`config.mk`:
```
export PLATFORM = sky130hd
export DESIGN_NAME = noc_packet_gen
export DESIGN_NICKNAME = d
export VERILOG_FILES = /design/src/rtl/noc_pktgen_pkg.sv /design/src/rtl/noc_pktgen_stats.sv /design/src/rtl/noc_packet_gen.sv
export SDC_FILE = /design/constraint.sdc
export NUM_CORES = 1
export LEC_CHECK = 0
export BUFFER_PORTS_ARGS = -buffer_cell sky130_fd_sc_hd__buf_4
export CORE_ASPECT_RATIO = 1.5
export CORE_UTILIZATION = 59
export CTS_CLUSTER_DIAMETER = 100
export DETAILED_ROUTE_END_ITERATION = 12
export PLACE_DENSITY = 0.82
export SETUP_SLACK_MARGIN = 0.05
export SLEW_MARGIN = 20
export SYNTH_ARGS = -nofsm -noshare
export SYNTH_HDL_FRONTEND = slang
export SYNTH_SLANG_ARGS = --single-unit
```
`constraint.sdc`:
```
create_clock -name clk -period 4.14 [get_ports clk]
set_clock_uncertainty 0.1 [all_clocks]
set_input_delay 0.828 -clock clk [delete_from_list [all_inputs] [get_ports clk]]
set_output_delay 0.828 -clock clk [all_outputs]
set_load 0.1 [all_outputs]
```
`src/rtl/noc_pktgen_pkg.sv`:
```
// Shared definitions for the NoC packet generator and its receive checker:
// FSM state encoding, header field offsets and payload pattern field widths.
package noc_pktgen_pkg;

    typedef enum logic [2:0] {
        ST_IDLE,
        ST_HEADER,
        ST_PAYLOAD,
        ST_GAP,
        ST_DONE
    } pktgen_state_e;

    // Payload flit pattern: {zeros, seq[15:0], index[15:0]}
    localparam int SEQ_W = 16;
    localparam int IDX_W = 16;

    // Destination id sits in the top DEST_W bits of the header flit
    function automatic int dest_lsb(input int fw, input int dw);
        return fw - dw;
    endfunction

    // Source id sits directly below the destination id
    function automatic int src_lsb(input int fw, input int dw);
        return fw - 2 * dw;
    endfunction

endpackage

```
`src/rtl/noc_pktgen_stats.sv`:
```
// Saturating stall-cycle counter for the packet generator.
// Ports: clk, rst (sync, active-low), clear (run start), stall (cycle
// with valid held but not accepted), stall_cnt (registered count).
module noc_pktgen_stats (
    input  logic        clk,
    input  logic        rst,
    input  logic        clear,
    input  logic        stall,
    output logic [31:0] stall_cnt
);

    logic [31:0] cnt_d;
    logic [31:0] cnt_q;

    always_comb begin
        cnt_d = cnt_q;
        if (clear) begin
            cnt_d = '0;
        end else if (stall && (cnt_q != 32'hFFFF_FFFF)) begin
            cnt_d = cnt_q + 32'd1;
        end
    end

    always_ff @(posedge clk) begin
        if (!rst) begin
            cnt_q <= '0;
        end else begin
            cnt_q <= cnt_d;
        end
    end

    assign stall_cnt = cnt_q;

endmodule

```
`src/rtl/noc_packet_gen.sv`:
```
// Packet transmitter for one mesh injection port: after start, sends
// cfg_count packets (header + cfg_len payload flits) to cfg_dest with
// cfg_gap idle cycles between packets.
// Ports: clk, rst (sync, active-low), start, cfg_dest/len/count/gap,
// busy, done, pkt_sent, out_flit/out_last/out_valid, out_ready, and
// stall_cnt when NOC_PKTGEN_STATS_EN is defined.
module noc_packet_gen
    import noc_pktgen_pkg::*;
#(
    parameter int FLIT_WIDTH = 34,
    parameter int NODES      = 16,
    parameter int DEST_W     = 4,
    parameter int SRC_ID     = 0,
    parameter int LEN_W      = 8,
    parameter int COUNT_W    = 16,
    parameter int GAP_W      = 8
) (
    input  logic                  clk,
    input  logic                  rst,
    input  logic                  start,
    input  logic [DEST_W-1:0]     cfg_dest,
    input  logic [LEN_W-1:0]      cfg_len,
    input  logic [COUNT_W-1:0]    cfg_count,
    input  logic [GAP_W-1:0]      cfg_gap,
    output logic                  busy,
    output logic                  done,
    output logic [COUNT_W-1:0]    pkt_sent,
    output logic [FLIT_WIDTH-1:0] out_flit,
    output logic                  out_last,
    output logic                  out_valid,
    input  logic                  out_ready
`ifdef NOC_PKTGEN_STATS_EN
    ,
    output logic [31:0]           stall_cnt
`endif
);

    localparam int DEST_LSB = dest_lsb(FLIT_WIDTH, DEST_W);
    localparam int SRC_LSB  = src_lsb(FLIT_WIDTH, DEST_W);
    localparam logic [DEST_W-1:0] SRC_V = DEST_W'(SRC_ID);

    if (FLIT_WIDTH < 32 || FLIT_WIDTH < 2 * DEST_W + 16) begin : g_bad_fw
        $error("noc_packet_gen: FLIT_WIDTH too small");
    end
    if (DEST_W < $clog2(NODES)) begin : g_bad_dw
        $error("noc_packet_gen: DEST_W too small for NODES");
    end

    function automatic logic [FLIT_WIDTH-1:0] hdr_flit(
        input logic [DEST_W-1:0] d,
        input logic [SEQ_W-1:0]  s
    );
        logic [FLIT_WIDTH-1:0] f;
        f = '0;
        f[DEST_LSB +: DEST_W] = d;
        f[SRC_LSB +: DEST_W]  = SRC_V;
        f[SEQ_W-1:0]          = s;
        return f;
    endfunction

    function automatic logic [FLIT_WIDTH-1:0] pay_flit(
        input logic [SEQ_W-1:0] s,
        input logic [IDX_W-1:0] k
    );
        logic [FLIT_WIDTH-1:0] f;
        f = '0;
        f[IDX_W +: SEQ_W] = s;
        f[IDX_W-1:0]      = k;
        return f;
    endfunction

    pktgen_state_e         state_q, state_d;
    logic [DEST_W-1:0]     dest_q, dest_d;
    logic [LEN_W-1:0]      len_q, len_d;
    logic [COUNT_W-1:0]    count_q, count_d;
    logic [GAP_W-1:0]      gap_q, gap_d;
    logic [GAP_W-1:0]      gap_cnt_q, gap_cnt_d;
    logic [LEN_W-1:0]      k_q, k_d;
    logic [SEQ_W-1:0]      seq_q, seq_d;
    logic [COUNT_W-1:0]    pkt_sent_q, pkt_sent_d;
    logic                  busy_q, busy_d;
    logic                  done_q, done_d;
    logic                  valid_q, valid_d;
    logic                  last_q, last_d;
    logic [FLIT_WIDTH-1:0] flit_q, flit_d;

    logic               accept;
    logic               xfer;
    logic               pkt_end;
    logic [LEN_W-1:0]   k_nxt;
    logic [SEQ_W-1:0]   seq_nxt;
    logic [COUNT_W-1:0] pkt_inc;

    assign accept  = (state_q == ST_IDLE) && start;
    assign xfer    = valid_q && out_ready;
    assign k_nxt   = k_q + LEN_W'(1);
    assign seq_nxt = seq_q + SEQ_W'(1);
    // Saturate rather than wrap; unreachable since count shares the width
    assign pkt_inc = (pkt_sent_q == '1) ? pkt_sent_q
                                        : pkt_sent_q + COUNT_W'(1);

    always_comb begin
        state_d    = state_q;
        dest_d     = dest_q;
        len_d      = len_q;
        count_d    = count_q;
        gap_d      = gap_q;
        gap_cnt_d  = gap_cnt_q;
        k_d        = k_q;
        seq_d      = seq_q;
        pkt_sent_d = pkt_sent_q;
        busy_d     = busy_q;
        done_d     = 1'b0;
        valid_d    = valid_q;
        last_d     = last_q;
        flit_d     = flit_q;
        pkt_end    = 1'b0;

        unique case (state_q)
            ST_IDLE: begin
                if (accept) begin
                    dest_d     = cfg_dest;
                    len_d      = cfg_len;
                    count_d    = cfg_count;
                    gap_d      = cfg_gap;
                    seq_d      = '0;
                    pkt_sent_d = '0;
                    busy_d     = 1'b1;
                    if (cfg_count == '0) begin
                        state_d = ST_DONE;
                    end else begin
                        state_d = ST_HEADER;
                        valid_d = 1'b1;
                        flit_d  = hdr_flit(cfg_dest, '0);
                        last_d  = (cfg_len == '0);
                    end
                end
            end
            ST_HEADER: begin
                if (xfer) begin
                    if (len_q == '0) begin
                        pkt_end = 1'b1;
                    end else begin
                        state_d = ST_PAYLOAD;
                        k_d     = '0;
                        flit_d  = pay_flit(seq_q, '0);
                        last_d  = (len_q == LEN_W'(1));
                    end
                end
            end
            ST_PAYLOAD: begin
                if (xfer) begin
                    if (last_q) begin
                        pkt_end = 1'b1;
                    end else begin
                        k_d    = k_nxt;
                        flit_d = pay_flit(seq_q, IDX_W'(k_nxt));
                        last_d = (k_nxt == len_q - LEN_W'(1));
                    end
                end
            end
            ST_GAP: begin
                if (gap_cnt_q == GAP_W'(1)) begin
                    state_d = ST_HEADER;
                    valid_d = 1'b1;
                    flit_d  = hdr_flit(dest_q, seq_q);
                    last_d  = (len_q == '0);
                end else begin
                    gap_cnt_d = gap_cnt_q - GAP_W'(1);
                end
            end
            ST_DONE: begin
                done_d  = 1'b1;
                busy_d  = 1'b0;
                state_d = ST_IDLE;
            end
            default: begin
                state_d = ST_IDLE;
            end
        endcase

        if (pkt_end) begin
            pkt_sent_d = pkt_inc;
            seq_d      = seq_nxt;
            if (pkt_inc == count_q) begin
                state_d = ST_DONE;
                valid_d = 1'b0;
                last_d  = 1'b0;
                flit_d  = '0;
            end else if (gap_q != '0) begin
                state_d   = ST_GAP;
                gap_cnt_d = gap_q;
                valid_d   = 1'b0;
                last_d    = 1'b0;
                flit_d    = '0;
            end else begin
                state_d = ST_HEADER;
                valid_d = 1'b1;
                flit_d  = hdr_flit(dest_q, seq_nxt);
                last_d  = (len_q == '0);
            end
        end
    end

    always_ff @(posedge clk) begin
        if (!rst) begin
            state_q    <= ST_IDLE;
            dest_q     <= '0;
            len_q      <= '0;
            count_q    <= '0;
            gap_q      <= '0;
            gap_cnt_q  <= '0;
            k_q        <= '0;
            seq_q      <= '0;
            pkt_sent_q <= '0;
            busy_q     <= 1'b0;
            done_q     <= 1'b0;
            valid_q    <= 1'b0;
            last_q     <= 1'b0;
            flit_q     <= '0;
        end else begin
            state_q    <= state_d;
            dest_q     <= dest_d;
            len_q      <= len_d;
            count_q    <= count_d;
            gap_q      <= gap_d;
            gap_cnt_q  <= gap_cnt_d;
            k_q        <= k_d;
            seq_q      <= seq_d;
            pkt_sent_q <= pkt_sent_d;
            busy_q     <= busy_d;
            done_q     <= done_d;
            valid_q    <= valid_d;
            last_q     <= last_d;
            flit_q     <= flit_d;
        end
    end

    assign busy      = busy_q;
    assign done      = done_q;
    assign pkt_sent  = pkt_sent_q;
    assign out_flit  = flit_q;
    assign out_last  = last_q;
    assign out_valid = valid_q;

`ifdef NOC_PKTGEN_STATS_EN
    noc_pktgen_stats u_stats (
        .clk       (clk),
        .rst       (rst),
        .clear     (accept),
        .stall     (valid_q && !out_ready),
        .stall_cnt (stall_cnt)
    );
`endif

endmodule

```
## Word level (Yosys, flattened, before mapping)

Cells that the tools add are included.

- Flip-flop bits (word level): 125
- Bits of input ports: 40
- Output and inout bits: 54

- $add $sub $neg: 5
- Eq/ne operators: 22
- Muxes and demuxes: 61
- Reduce and logical (&&, ||, !) cells: 21

Operators with widths:

| kind | number |
|---|---|
| two-way mux 34 bit | 10 |
| one-hot mux 34 bit (4 select lines) | 1 |
| two-way mux 16 bit | 5 |
| two-way mux 8 bit | 9 |
| adder 16 x 1 -> 16 bit, second input constant | 2 |
| two-way mux 1 bit | 22 |
| two-way mux 3 bit | 7 |
| != test 3 bit, second input constant | 7 |
| == test 16 bit | 1 |
| == test 16 bit, second input constant | 1 |
| == test 8 x 1 -> 1 bit, second input constant | 2 |
| logical NOT 16 bit | 1 |
| logical NOT 8 bit | 2 |
| one-hot mux 8 bit (2 select lines) | 1 |
| subtractor 8 x 1 -> 8 bit, second input constant | 2 |
| != test 2 bit, second input constant | 6 |
| one-hot mux 3 bit (4 select lines) | 1 |
| AND reduction 5 bit | 2 |
| adder 8 x 1 -> 8 bit, second input constant | 1 |
| == test 8 bit | 1 |
| AND reduction 8 bit | 1 |
| nonzero test 2 bit | 4 |
| nonzero test 8 bit | 1 |
| AND reduction 7 bit | 1 |
| 12 further kinds | 18 |

## Logic depth before layout (Yosys ltp)

- Word-level depth: 6
- Gate-level depth with buffers: 14
- Depth with buffers taken out: 11

## Worst setup path after synthesis

OpenSTA, ideal clock, no wires.

- Path type: register -> register
- Start: register pkt_sent_q[1] (netlist: pkt_sent[1])
- End: register state_q[1]
- Arrival time: 3.426 ns
- Data required time: 3.918 ns
- Slack: 0.493 ns
- Stages on the path, launching flop included: 13
- Path buffers: 2
- Clock period less this slack: 3.647 ns
- Path through: dfxtp_1 ha_1 buf_2 nand4_2 nor4_1 mux2i_1 xor2_1 and3_1 and4_4 nor2_8 and2_4 buf_6 o311a_1

- Cells in the longest elaborated chain, start to end: 5
- Elaborated cells between the ends (all ways): 6

Ends and longest elaborated chain:

| what | line | source |
|---|---|---|
| start: declaration | noc_packet_gen.sv:80 | `logic [COUNT_W-1:0] pkt_sent_q, pkt_sent_d;` |
| start signal: assignment | noc_packet_gen.sv:230 | `pkt_sent_q <= pkt_sent_d;` |
| adder 16 x 1 -> 16 bit or == test 16 bit (tied branches) | noc_packet_gen.sv:100, noc_packet_gen.sv:99 |  |
| two-way mux 16 bit (*) | noc_packet_gen.sv:99 | `assign pkt_inc = (pkt_sent_q == '1) ? pkt_sent_q` |
| == test 16 bit (*) | noc_packet_gen.sv:185 | `if (pkt_inc == count_q) begin` |
| two-way mux 3 bit (*) | noc_packet_gen.sv:185 |  |
| two-way mux 3 bit (*) | noc_packet_gen.sv:182 | `if (pkt_end) begin` |
| end signal: assignment | noc_packet_gen.sv:222 | `state_q <= state_d;` |
| end: declaration | noc_packet_gen.sv:72 | `pktgen_state_e state_q, state_d;` |

Mark *: on every way between the ends. The rest lies on a longest branch, timed or not.
A chain may end at the register's enable or synchronous reset.

## Worst setup path in the final report

- Start: register pkt_sent_q[0] (netlist: pkt_sent[0])
- End: register flit_q[0] (netlist: out_flit[0])

- Cells in the longest elaborated chain, start to end: 5
- Elaborated cells between the ends (all ways): 6

Ends and longest elaborated chain:

| what | line | source |
|---|---|---|
| adder 16 x 1 -> 16 bit or == test 16 bit (tied branches) | noc_packet_gen.sv:100, noc_packet_gen.sv:99 |  |
| two-way mux 16 bit (*) | noc_packet_gen.sv:99 |  |
| == test 16 bit (*) | noc_packet_gen.sv:185 |  |
| two-way mux 34 bit (*) | noc_packet_gen.sv:185 |  |
| two-way mux 34 bit (*) | noc_packet_gen.sv:182 |  |
| end signal: assignment | noc_packet_gen.sv:235 | `flit_q <= flit_d;` |
| end: declaration | noc_packet_gen.sv:85 | `logic [FLIT_WIDTH-1:0] flit_q, flit_d;` |

Marked as above.

==> impl_metrics.csv <==
group,metric,value,unit
status,result_of_the_run,"completed",
sta,worst_slew_margin_rel,0.463,
global_routing,number_of_global_route_vias_before_repair,6615,
synthesis,synth_enable_flop_cells,0,
global_routing,grt_start_max_net_pins,71,
layout,fill_cells,982,
route,drt_iter0_drc,498,
clocking,clock_tree_from_tritoncts,"done",
power_and_ir_drop,combPwrFrac,0.395,
layout,mostFrequentLayoutCells,"nand2_1, dfxtp_1, buf_4",
power_and_ir_drop,total_switching_power,2.21,mW
critical_path,timing.critical_path.fanout_max,15,
power_and_ir_drop,power.density_cell_area,598,mW/mm²
sta,setup-tns-final,0,ns
sta,f_max,0.274,GHz
clocking,postCtsSetupBuffers,0,
place,place.port_buffers,93,
synthesis,seq_total_area_yosys,0.348,
clocking,h-tree-depth,4,
route,vias_per_cell,6.10,
power_and_ir_drop,p_int,2.91,mW
critical_path,setup.worst_path.start_class,"flip-flop",
clocking,cts-root-to-sink-buffers,2,
critical_path,worstSetupPathType,"reg2reg",
floorplan,initial_core_util,0.602,
floorplan,die_area,0.0127,mm²
route,drtAntennaViolNets,0,
flow_run,timing.max_cap.violations,0,
synthesis,ys_async_sr_fraction,0,
place,post_dp_cell_area,0.00796,mm²
floorplan,placement_rows,49,
global_routing,grt_util_all_layers,0.339,
layout,final_common_cell,"nand2_1",
synthesis,synthesis.area,0.00720,mm²
place,gp_routability_congestion,0.967,
floorplan,die_width,92.2,µm
layout,final_layout_size_suffix_gt1_frac,0.163,
route,num_vias,7093,
sta,timing.final.hold_violations,0,
sta,report.final.slew_viol_count,0,
power_and_ir_drop,cellLeakagePower,3.29,nW
layout,layout.cell_area.non_filler,0.00857,mm²
floorplan,io_pins,94,
power_and_ir_drop,share_seq_of_total_power,0.300,
synthesis,ys_dominant_reg_cell,"dfxtp_1",
layout,antenna_cells,0,
synthesis,synth.largest_area_cell,"dfxtp_1",
global_routing,global_route_wire_length_before_repair,33500,µm
synthesis,syn-instance-count,935,
synthesis,synth_largest_type_area_fraction,0.348,
layout,layout-area-overhead-vs-synth,19.0,%
clocking,numCtsBuffers,17,
critical_path,timing.critical_path.arrival,3.84,ns
layout,nets,1043,
global_routing,grt_overflow_total,0,
min_path,hold_class,"reg2reg",
place,hpwlAfterDp,14500,µm
global_routing,antenna_found_initial,0,
synthesis,yosys_register_bits,125,
sta,final.hold.worst_slack,0.360,ns
clocking,count_of_cells_resized_by_post_cts_repair,0,
sta,finalCriticalPeriod,3.65,ns
floorplan,chipHeight,137,µm
sta,timing.final.setup_violations,0,
clocking,ctsHoldBuffers,0,
route,detail_route.first_pass.iterations,5,
floorplan,design.core.area,0.0120,mm²
synthesis,ys_top_cells_by_area,"dfxtp_1, nand2_1, a21boi_0",
sta,worst_pin_slew,0.799,ns
critical_path,worstSetupEndpointType,"flip-flop",
power_and_ir_drop,power_switching_share,0.432,
route,drt-total-wl,21000,µm
route,drc,0,
synthesis,yosysWarningCount,0,
synthesis,ys_types,69,
sta,final.period_utilization,0.881,
power_and_ir_drop,vdd_drop_max,288,µV
power_and_ir_drop,share_clk_of_total_power,0.305,
synthesis,syn_avg_cell_area,7.70,µm²
critical_path,cp.required,4.33,ns
route,route.detailed.wl_per_inst,18.0,µm
sta,setup_repair_after_global_routing_missed_its_margin,"no",
clocking,cts.clk_slew.worst_paths,0.06,ns
synthesis,postSynthNetCount,982,
clocking,clkSinkCount,125,
clocking,clock_latency,0.42,ns
clocking,cts_root_cell,"clkbuf_16",
-- per-stage QoR --
stage / utilization / setup slack, ns / cells / power [mW]
floorplan: - / 0.493 / 935 / 3.04
finish: 0.717 / 0.494 / 1162 / 5.12
global route: 0.717 / 0.220 / 1162 / 5.33
CTS: 0.717 / 0.527 / 1162 / 5.11
global placement: 0.665 / 0.651 / 1130 / 3.53
detailed placement: 0.665 / 0.574 / 1130 / 3.56
-- power by group through the flow --
stage	combinational [mW]	clock, mW	sequential [mW]
2_1_floorplan	0.862	0	2.18
3_3_place_gp	1.97	0	1.56
3_5_place_dp	2.00	0	1.56
4_1_cts	2.01	1.57	1.53
5_1_grt	2.15	1.63	1.55
6_report	2.02	1.56	1.54
-- cell type report --
type	count	area (µm²)	area share
clock buffer	19	453	0.0528
clock inverter	13	163	0.0190
inverter	15	56.3	0.00657
multi-input combinational	725	4350	0.508
sequential	125	2500	0.292
tap	153	191	0.0223
timing repair buffer	112	853	0.0996
-- registers in the layout (all words and copies together), names as in the netlist --
signal / flops
out_flit: 34
count_q: 16
pkt_sent: 16
seq_q: 16
gap_cnt_q: 8
gap_q: 8
k_q: 8
len_q: 8
dest_q: 4
state_q: 3
busy: 1
done: 1
out_last: 1
out_valid: 1
-- worst paths after layout --
check	from	to	slack, ns	cells past startpoint
worst max-delay path	pkt_sent[0]	out_flit[0]	0.49	11
worst min-delay path	out_flit[20]	out_flit[20]	0.36	2
worst max register to register	pkt_sent[0]	out_flit[0]	0.49	11
worst min register to register	out_flit[20]	out_flit[20]	0.36	2
-- per-layer routing --
| metal | GRT usage | vias up | wire length (µm) |
|---|---|---|---|
| met3 | 0.0613 | 81 | 1160 |
| met2 | 0.599 | 317 | 10700 |
| met5 | 0 | - | 0 |
| met1 | 0.375 | 3258 | 8040 |
| li1 | - | 3437 | - |
| met4 | 0.214 | 0 | 1110 |
-- synthesized netlist by cell type, types with 3 or more instances --
cell type  instances
a211oi_1           4
a21boi_0          59
a21oi_1           43
a221oi_1           4
a22oi_1            5
a311oi_1           3
a31oi_1           10
and2_1            23
and3_1            19
and4_1             5
buf_1              3
buf_2             22
clkbuf_1          41
dfxtp_1          125
ha_1               7
inv_1             15
mux2i_1            8
nand2_1          152
nand2b_1           7
nand3_1           52
nand4_1           11
nor2_1            59
nor2b_1           22
nor3_1            23
nor4_1            16
o211ai_1          13
o21a_1             9
o21ai_0           67
o221ai_1           3
o32ai_1            6
or3b_2             3
xnor2_1           28
xor2_1            21
-- kinds of logic (layout without fill, tap and decap cells) --
group,Yosys count,after routing,share of synthesized area
buffers and inverters,85,159,0.0509
AO/OA/AOI/OAI,244,244,0.222
multiplexers,9,9,0.0127
XOR/XNOR,49,49,0.0596
AND/OR/NAND/NOR,416,416,0.295
adder cells (fa/ha/maj),7,7,0.0122
flip-flops,125,125,0.348
-- critical path: stages (launching register included) --
cell and delay (ns):
dfxtp_1 0.48, ha_1 0.44, and4_1 0.41, nand4_1 0.44, o21ai_0 0.20, nand4b_1 0.12
nor4_1 0.24, and4_4 0.33, nor3_2 0.10, buf_4 0.24, a221oi_1 0.33, nor2_1 0.08
No activity file was read; power rests on OpenSTA's default activity.
